<file path="src/rtl/mest_pro_pkg.sv">
// Shared definitions for the memory arbiter: FSM encoding and requester IDs.
package mest_pro_pkg;

    typedef enum logic [1:0] {
        IDLE   = 2'd0,
        ACCESS = 2'd1,
        RDATA  = 2'd2
    } state_t;

    localparam logic REQ_CPU = 1'b0;
    localparam logic REQ_DBG = 1'b1;

endpackage

</file>
<file path="src/rtl/mem_arbiter_rr_arbiter2.sv">
// Two-way round-robin pick: on a tie the requester not granted last wins.
module rr_arbiter2
    import mest_pro_pkg::*;
(
    input  logic [1:0] req,
    input  logic       last,
    output logic       winner
);

    // Tie goes to the requester that was not granted last; otherwise the lone requester.
    always_comb begin
        winner = REQ_CPU;
        if (req == 2'b11) begin
            winner = ~last;
        end else if (req[REQ_DBG]) begin
            winner = REQ_DBG;
        end
    end

endmodule

</file>
<file path="src/rtl/mem_arbiter.sv">
// Arbitrates a CPU port and a debug/loader port onto one synchronous block RAM.
//
// state  | meaning
// -------+---------------------------------------------------------------
// IDLE   | sample eligible requests, latch the winner's payload
// ACCESS | drive the RAM from the latched payload, pulse winner's gnt
// RDATA  | RAM read data arrives, pulse winner's rvalid, capture rdata
module mem_arbiter
    import mest_pro_pkg::*;
#(
    parameter int DATA_WIDTH = 16,
    parameter int ADDR_WIDTH = 8
) (
    input  logic                  clk,
    input  logic                  reset,

    input  logic                  cpu_req,
    input  logic                  cpu_wen,
    input  logic [ADDR_WIDTH-1:0] cpu_addr,
    input  logic [DATA_WIDTH-1:0] cpu_wdata,
    output logic                  cpu_gnt,
    output logic                  cpu_rvalid,

    input  logic                  dbg_req,
    input  logic                  dbg_wen,
    input  logic [ADDR_WIDTH-1:0] dbg_addr,
    input  logic [DATA_WIDTH-1:0] dbg_wdata,
    output logic                  dbg_gnt,
    output logic                  dbg_rvalid,
    input  logic                  dbg_lock,

    output logic [DATA_WIDTH-1:0] rdata,
    output logic                  busy,

    output logic                  mem_wen,
    output logic [ADDR_WIDTH-1:0] mem_addr,
    output logic [DATA_WIDTH-1:0] mem_wdata,
    input  logic [DATA_WIDTH-1:0] mem_rdata
);

    state_t                  state_q;
    state_t                  state_d;
    logic                    owner_q;
    logic                    last_q;
    logic                    wen_q;
    logic [ADDR_WIDTH-1:0]   addr_q;
    logic [DATA_WIDTH-1:0]   wdata_q;
    logic [DATA_WIDTH-1:0]   rdata_q;
    logic [1:0]              eligible;
    logic                    winner;
    logic                    select;

    // The CPU drops out of arbitration entirely while the debug port holds the lock.
    assign eligible = {dbg_req, cpu_req & ~dbg_lock};
    assign select   = (state_q == IDLE) && (eligible != 2'b00);

    rr_arbiter2 u_rr (
        .req    (eligible),
        .last   (last_q),
        .winner (winner)
    );

    // State register.
    always_ff @(posedge clk) begin
        if (reset) begin
            state_q <= IDLE;
        end else begin
            state_q <= state_d;
        end
    end

    // Next-state and per-state output pulses.
    always_comb begin
        state_d    = state_q;
        cpu_gnt    = 1'b0;
        dbg_gnt    = 1'b0;
        cpu_rvalid = 1'b0;
        dbg_rvalid = 1'b0;
        mem_wen    = 1'b0;
        rdata      = rdata_q;
        busy       = 1'b1;
        case (state_q)
            IDLE: begin
                busy = 1'b0;
                if (select) begin
                    state_d = ACCESS;
                end
            end
            ACCESS: begin
                mem_wen = wen_q;
                cpu_gnt = (owner_q == REQ_CPU);
                dbg_gnt = (owner_q == REQ_DBG);
                state_d = wen_q ? IDLE : RDATA;
            end
            RDATA: begin
                cpu_rvalid = (owner_q == REQ_CPU);
                dbg_rvalid = (owner_q == REQ_DBG);
                rdata      = mem_rdata;
                state_d    = IDLE;
            end
            default: begin
                state_d = IDLE;
            end
        endcase
    end

    // Payload latch at selection, grant history at grant, read-data hold at RDATA.
    always_ff @(posedge clk) begin
        if (reset) begin
            owner_q <= REQ_CPU;
            last_q  <= REQ_DBG;
            wen_q   <= 1'b0;
            addr_q  <= '0;
            wdata_q <= '0;
            rdata_q <= '0;
        end else begin
            if (select) begin
                owner_q <= winner;
                wen_q   <= (winner == REQ_DBG) ? dbg_wen   : cpu_wen;
                addr_q  <= (winner == REQ_DBG) ? dbg_addr  : cpu_addr;
                wdata_q <= (winner == REQ_DBG) ? dbg_wdata : cpu_wdata;
            end
            if (state_q == ACCESS) begin
                last_q <= owner_q;
            end
            if (state_q == RDATA) begin
                rdata_q <= mem_rdata;
            end
        end
    end

    assign mem_addr  = addr_q;
    assign mem_wdata = wdata_q;

endmodule

</file>
<file path="config.mk">
export PLATFORM = sky130hd
export DESIGN_NAME = mem_arbiter
export DESIGN_NICKNAME = d
export VERILOG_FILES = /design/src/rtl/mest_pro_pkg.sv /design/src/rtl/mem_arbiter_rr_arbiter2.sv /design/src/rtl/mem_arbiter.sv
export SDC_FILE = /design/constraint.sdc
export NUM_CORES = 1
export LEC_CHECK = 0
export CAP_MARGIN = 20
export CORE_ASPECT_RATIO = 0.5
export CORE_MARGIN = 8
export CORE_UTILIZATION = 35
export CTS_CLUSTER_SIZE = 8
export DETAILED_ROUTE_END_ITERATION = 12
export DONT_BUFFER_PORTS = 1
export PLACE_DENSITY = 0.58
export SLEW_MARGIN = 0
export SYNTH_ARGS = -nofsm -noshare
export SYNTH_HDL_FRONTEND = slang
export SYNTH_HIERARCHICAL = 1
export SYNTH_SLANG_ARGS = --single-unit
export TNS_END_PERCENT = 100
</file>
<file path="constraint.sdc">
create_clock -name clk -period 1.5 [get_ports clk]
set_input_delay 0.3 -clock clk [delete_from_list [all_inputs] [get_ports clk]]
set_output_delay 0.3 -clock clk [all_outputs]
set_load 0.02 [all_outputs]
</file>
### After elaboration in Yosys (flattened, before gate mapping)

Index checks and enable logic that the tools add are counted.

* register bits after elaboration: 45
* input port bits: 71
* output and inout bits: 46
* logic and storage cells: 33

* eq/ne operators: 4
* mux-type cells: 15
* bitwise gates (word level): 4
* reduce and logical (&&, ||, !) cells: 3

Operators by type and width (count)
* 16-bit two-way mux: 2
* 1-bit two-way mux: 9
* 8-bit two-way mux: 1
* 2-bit equality test (second input constant): 2
* 2-bit two-way mux: 2
* 2-bit one-hot mux with 2 select lines: 1
* 1-bit inverter: 3
* 2-bit by 1-bit equality test with 1-bit output (second input constant): 1
* 2-bit logical NOT: 1
* 2-bit inequality test (second input constant): 1
* 2-bit nonzero test: 1
* 1-bit AND: 1
* 1-bit logical AND: 1

### Logic depth before layout (Yosys ltp)

Gate-level depths: netlist of run 1.

* depth in word-level cells: 6
* mapped depth: 7
* depth with buffers taken out: 5

### By module

The synthesis of run 1 kept the hierarchy.

Modules (own cells, without submodules)
* mem_arbiter: times used 1, cells each 211, area each 2218.4 sq um, sequential area each 900.9 sq um
* rr_arbiter2: times used 1, cells each 1, area each 11.3 sq um, sequential area each 0.0 sq um

### Worst setup path after synthesis of run 1

Ideal clock, no wire load.

* path kind: input-to-reg
* start point: input port cpu_req
* end point: register addr_q[7], in the netlist mem_addr[7]
* library setup time: 0.121 ns
* arrival time: 1.441 ns
* data required time: 1.379 ns
* path slack: -0.061 ns
* cell stages on the path: 7
* path buffers: 2
* cells stage by stage: nor2b_4 a21boi_2 buf_2 buf_4 mux2i_1 nor2_1 mux2_2

* longest elaborated chain between the ends: 4
* elaborated cells between the ends (all ways): 6
* classes of those cells: 1 x eq/ne; 2 x mux; 1 x bitwise; 2 x reduce/logical

RTL lines
* start: declaration: line mem_arbiter.sv:17 `input logic cpu_req,`
* 1-bit AND: line mem_arbiter.sv:54 `assign eligible = {dbg_req, cpu_req & ~dbg_lock};`
* 2-bit equality test: line mem_arbiter_rr_arbiter2.sv:13 `if (req == 2'b11) begin`
* 1-bit two-way mux: line mem_arbiter_rr_arbiter2.sv:13
* net winner: line mem_arbiter.sv:50 `logic winner;`
* 8-bit two-way mux: line mem_arbiter.sv:120 `addr_q <= (winner == REQ_DBG) ? dbg_addr : cpu_addr;`
* end signal: assignment: line mem_arbiter.sv:120
* end: declaration: line mem_arbiter.sv:46 `logic [ADDR_WIDTH-1:0] addr_q;`

The timed path passes the listed nets, and every way through them passes these cells.
A chain may end at the register's enable or synchronous reset.

### Worst setup path after layout of run 1

* start point: register state_q[1]
* end point: output port rdata[15]

* longest elaborated chain between the ends: 2

RTL lines
* start: declaration: line mem_arbiter.sv:41 `state_t state_q;`
* start signal: assignment: line mem_arbiter.sv:68 `state_q <= state_d;`
* 2-bit equality test: line mem_arbiter.sv:82 `case (state_q)`
* 16-bit two-way mux
* end: declaration: line mem_arbiter.sv:32 `output logic [DATA_WIDTH-1:0] rdata,`

Every way passes these cells.

==> results of run 1 <==
## cell families after synthesis
group	Yosys count	synth area share
buffers and inverters	16	0.0466
muxes	67	0.337
AOI/OAI and AO/OA	4	0.0163
DFF	45	0.404
and+or+nand+nor	80	0.196
## metal layers
metal  GRT usage  share of wire  wire length (µm)  vias up
met1       0.113           0.39              1940      661
li1            -              -                 -      711
met5           0              0                 0        -
met3      0.0395          0.068               340        2
met2       0.192           0.53              2650       43
met4      0.0310         0.0068                34        0
## state kept, by name, summed over array words and instances, names as in the netlist
| signal | flops |
|---|---|
| mem_addr | 8 |
| last_q | 1 |
| rdata_q | 16 |
| owner_q | 1 |
| state_q | 2 |
| wen_q | 1 |
| mem_wdata | 16 |
## critical path: stages, from the launching register on
cell	delay [ps]
dfxtp_2	330
nor2b_4	130
buf_4	120
buf_12	130
mux2_4	350
## stage by stage
step | instances | utilization | setup TNS (ps) | worst slack, ps | total power, W
6_report | 304 | 0.425 | -2270 | -144 | 0.00296
5_1_grt | 304 | 0.425 | -3410 | -206 | 0.00313
3_3_place_gp | 293 | 0.384 | 0 | 44.5 | 0.00188
3_5_place_dp | 293 | 0.384 | 0 | 11.6 | 0.00189
2_1_floorplan | 212 | - | 0 | 27.4 | 0.00183
4_1_cts | 304 | 0.422 | -2670 | -163 | 0.00302
## area by class of cell
cell class	instances	area (µm²)
inverters	1	3.75
repair buffers	11	144
fillers	628	3510
clock buffers	5	125
clock inverters	3	22.5
multi-input cells	151	1290
flip-flops and latches	45	903
well taps	88	110
## power breakdown
| group | internal, W | switching (W) | leakage, nW | total (W) |
|---|---|---|---|---|
| Combinational | 0.000260 | 0.000204 | 0.647 | 0.000464 |
| Sequential | 0.00129 | 0.000137 | 0.369 | 0.00142 |
| Clock | 0.000616 | 0.000452 | 0.0621 | 0.00107 |
| Total | 0.00216 | 0.000794 | 1.08 | 0.00296 |
## worst paths after layout
path         startpoint            end  slack [ps]  cells after the start
max          state_q[1]      rdata[15]        -140                      4
min               reset     state_q[0]          90                      1
max reg2reg  state_q[1]  mem_wdata[10]         120                      5
min reg2reg       wen_q     state_q[1]         440                      1
## repair_timing
| action | CTS | global route |
|---|---|---|
| resized for setup | 14 | 3 |
| gates cloned | 1 | 0 |
| setup buffers | 2 | 0 |
| setup endpoints to repair | 19 | 20 |
## placed cells by master (no fill, tap or decap), types with 2 or more instances in the layout
cell type	synthesis	routed
and2_1	3	2
clkbuf_16	0	5
dfxtp_1	45	43
mux2_2	33	25
clkinvlp_4	0	3
mux2_4	8	16
nor2_1	28	27
dfxtp_2	0	2
buf_4	2	6
mux2i_1	26	26
nor2b_1	44	42
nand2b_1	3	3
buf_12	0	3
nor2b_4	1	3
==> results_dict.tcl, run 1 <==
set metrics [dict create \
    portBuffers 0 \
    min_period_over_period 1.10 \
    syn-cell-area_um2 2230 \
    cts-htree-levels 2 \
    track_usage 0.106 \
    final_cell_area_um2 2590 \
    clk_latency_ps 280 \
    critical_path.endpoint_type "primary output" \
    die_h_um 72.4 \
    io_pins 117 \
    setup_slack_ps -144 \
    setup_viol 18 \
    rsz0062_at_grt "true" \
    worstPathRequired_ps 1200 \
    finClkSkew_ps 3.82 \
    cts_num_sinks 45 \
    whs_ps 94.0 \
    finalHoldViolCount 0 \
    fmax_ghz 0.608 \
    grt_antenna_before_repair 0 \
    ys_types 20 \
    first_pass_iters 3 \
    synth_edf_count 0 \
    netlist_top_cells_count "dfxtp_1 (45), nor2b_1 (44), mux2_2 (33)" \
    num_antenna_cells 0 \
    syn2layout_area_growth_pct 16.4 \
    grt_pass1_vias 1583 \
    status "finished, violations left" \
    worstSetupPathType "reg2out" \
    synth_seq_area_share 0.404 \
    dieWidth_um 129 \
    dp_hpwl_um 3740 \
    ir_drop_mv 0.480 \
    start_util 0.365 \
    synth_top_cell_by_area "dfxtp_1" \
    powerDensity_nw_per_um2 1140 \
    async_reset_ff_frac 0 \
    grt_overflow 0 \
    cts_buffer_depth 2 \
    grt_pass1_wl_um 8000 \
    ant_nets 0 \
    report.final.slew_viol_count 0 \
    cts_inserted_buffers 5 \
    yosys_most_used_dff "dfxtp_1" \
    clockRootBuffer "clkbuf_16" \
    core_um2 6110 \
    synth_top_area_share 0.404 \
    syn_inst 212 \
    routabilityCongestion 0.653 \
    violations "negative setup slack" \
    drt-initial-drc-count 30 \
    drc 0 \
    place_area_um2 2350 \
    yosysMostFrequentCell "dfxtp_1" \
    wl_per_cell_um 16.4 \
    wl_um 4970 \
    critPathArrivalTime_ps 1340 \
    path_clk_slew_ps 60 \
    min_path_type "in2reg" \
    drv_cap 0 \
    ys.warnings.count 6 \
    finalCriticalPeriod_ps 1640 \
    tightest_slew_ps 268 \
    cts_tree "done" \
    avgSynthCellArea_um2 10.5 \
    die_area_um2 9340 \
    ys_ff_latch 45 \
    power_leakage_nw 1.08 \
    layout-drive-gt1-share 0.319 \
    synth_nets 283 \
    nNetsFinal 286 \
    grt_max_degree 72 \
    cp_max_fo 9 \
    vias 1417 \
    synth.area.top_cells "dfxtp_1 (40%), mux2_2 (17%), nor2b_1 (12%), mux2i_1 (12%), mux2_4 (5.4%)" \
    rows 20 \
    vias_per_cell 4.66 \
    start_kind "flip-flop" \
    cts_hold_buf 0 \
    slew_headroom 0.821 \
]
No activity file was read; power rests on OpenSTA's default activity.
==> run 2, diff against run 1 <==
--- a/config.mk
+++ b/config.mk
@@ -12,6 +12,7 @@
 export CTS_CLUSTER_SIZE = 8
 export DETAILED_ROUTE_END_ITERATION = 12
 export DONT_BUFFER_PORTS = 1
+export MAX_ROUTING_LAYER = met4
 export PLACE_DENSITY = 0.58
 export SLEW_MARGIN = 0
 export SYNTH_ARGS = -nofsm -noshare
==> run 2 against run 1 <==
Against the previous run: the run still ends with negative setup slack left; clock skew about the same; first-iteration DRC count grew 10%; wire length is essentially flat; die area is the same; count of clock-buffer cells in the layout stayed put; non-clock buffer count stayed put; largest cell class unchanged.
==> results_dict.tcl, run 2 (synthesis gave the netlist of run 1 again) <==
set metrics [dict create \
    tightest_slew_ps 269 \
    report.final.slew_viol_count 0 \
    crit_end "rdata[15]" \
    die_area_um2 9340 \
    status "finished, violations left" \
    final_cell_area_um2 2590 \
    timing.rr.start "state_q[1]" \
    most-common-layout-cells "dfxtp_1 (43), nor2b_1 (42), nor2_1 (27), mux2i_1 (26), mux2_2 (25)" \
    first_pass_iters 3 \
    vias_per_cell 4.67 \
    min_period_over_period 1.10 \
    crit_chain "nor2b_4 -> buf_4 -> buf_12 -> mux2_4" \
    die_h_um 72.4 \
    grt_max_degree 72 \
    clk_latency_ps 280 \
    io_pins 117 \
    cts_buffer_depth 2 \
    path_clk_slew_ps 60 \
    drc 0 \
    power_leakage_nw 1.08 \
    powerDensity_nw_per_um2 1140 \
    worstRegToRegCells 5 \
    grt_overflow 0 \
    fin_util 0.425 \
    place_ws_ps 11.6 \
    vias 1420 \
    whs_ps 91.9 \
    path_delay_family "multiplexers" \
    finClkSkew_ps 3.88 \
    critical_path.endpoint_type "primary output" \
    core_um2 6110 \
    drv_cap 0 \
    dieWidth_um 129 \
    ant_nets 0 \
    wl_per_cell_um 16.4 \
    grt_antenna_before_repair 0 \
    start_util 0.365 \
    worstPathRequired_ps 1200 \
    track_usage 0.109 \
    ir_drop_mv 0.480 \
    finalHoldViolCount 0 \
    cts_inserted_buffers 5 \
    num_antenna_cells 0 \
    dp_hpwl_um 3740 \
    setup_viol 18 \
    portBuffers 0 \
    path_depth 4 \
    routabilityCongestion 0.659 \
    ff_latch_area_um2 903 \
    min_path_type "in2reg" \
    critPathArrivalTime_ps 1340 \
    layout-drive-gt1-share 0.319 \
    crit_slowest_cell "mux2_4" \
    grt_pass1_wl_um 8000 \
    start_kind "flip-flop" \
    critical_path.startpoint "state_q[1]" \
    place_area_um2 2350 \
    critPathMaxStageDelay_ps 350 \
    fmax_ghz 0.608 \
    rsz0062_at_grt "true" \
    crit_buf_inv 2 \
    drt-initial-drc-count 33 \
    wl_um 4970 \
    reg2reg_slack_ps 120 \
    syn2layout_area_growth_pct 16.4 \
    n_fill_cell 628 \
    final_common_cell "dfxtp_1" \
    grt_pass1_vias 1580 \
    slew_headroom 0.821 \
    worstSetupPathType "reg2out" \
    rows 20 \
    violations "negative setup slack" \
    setup_slack_ps -144 \
    cts_num_sinks 45 \
    cts-htree-levels 2 \
    r2r_end "mem_wdata[10]" \
    multiInputGateArea_um2 1290 \
    finalCriticalPeriod_ps 1640 \
    nNetsFinal 286 \
    cts_tree "done" \
    cp_max_fo 9 \
    cts_hold_buf 0 \
    clockRootBuffer "clkbuf_16" \
]
==> run 2: how the worst min path moves through the flow <==
stage,startpoint,to,slack (ps),cells after the start
floorplan,wen_q,state_q[1],410,1
global placement,reset,state_q[0],380,1
detailed placement,reset,state_q[0],380,1
CTS,reset,state_q[0],70,1
global route,reset,rdata_q[8],80,1
finish,reset,state_q[0],90,1
==> run 2: per-layer routing <==
metal  global-route usage  wire [µm]
met5                    -          0
met4               0.0310         34
met2                0.192       2650
met1                0.116       1980
met3               0.0351        305
==> run 2: area by class of cell <==
| cell class | instances | share of cell area |
|---|---|---|
| multi-input combinational | 151 | 0.496 |
| sequential | 45 | 0.348 |
| timing repair buffer | 11 | 0.0554 |
| clock buffer | 5 | 0.0482 |
| tap | 88 | 0.0424 |
| clock inverter | 3 | 0.00868 |
| inverter | 1 | 0.00145 |
==> run 2: worst register-to-register path: cells and delay by family, from the launching register on <==
family,cells,cell delay (ps)
buf+inv,2,340
flops,1,320
simple gates,1,220
compound gates,1,100
mux,1,290
==> run 2: repair_timing <==
| item | in CTS | in global routing |
|---|---|---|
| resized for setup | 14 | 3 |
| pin swaps | 0 | 0 |
| setup endpoints to repair | 19 | 20 |
| cloned | 1 | 0 |
| setup buffers | 2 | 0 |
==> run 2: metrics by stage <==
step / std cells / power [W] / TNS [ps]
5_1_grt: 304 / 0.00313 / -3410
3_3_place_gp: 293 / 0.00188 / 0
4_1_cts: 304 / 0.00302 / -2670
2_1_floorplan: 212 / 0.00183 / 0
3_5_place_dp: 293 / 0.00189 / 0
6_report: 304 / 0.00296 / -2270
==> run 2: power by group <==
part	switching, W	internal (W)
clock network	0.000452	0.000616
registers	0.000137	0.00129
logic	0.000204	0.000260
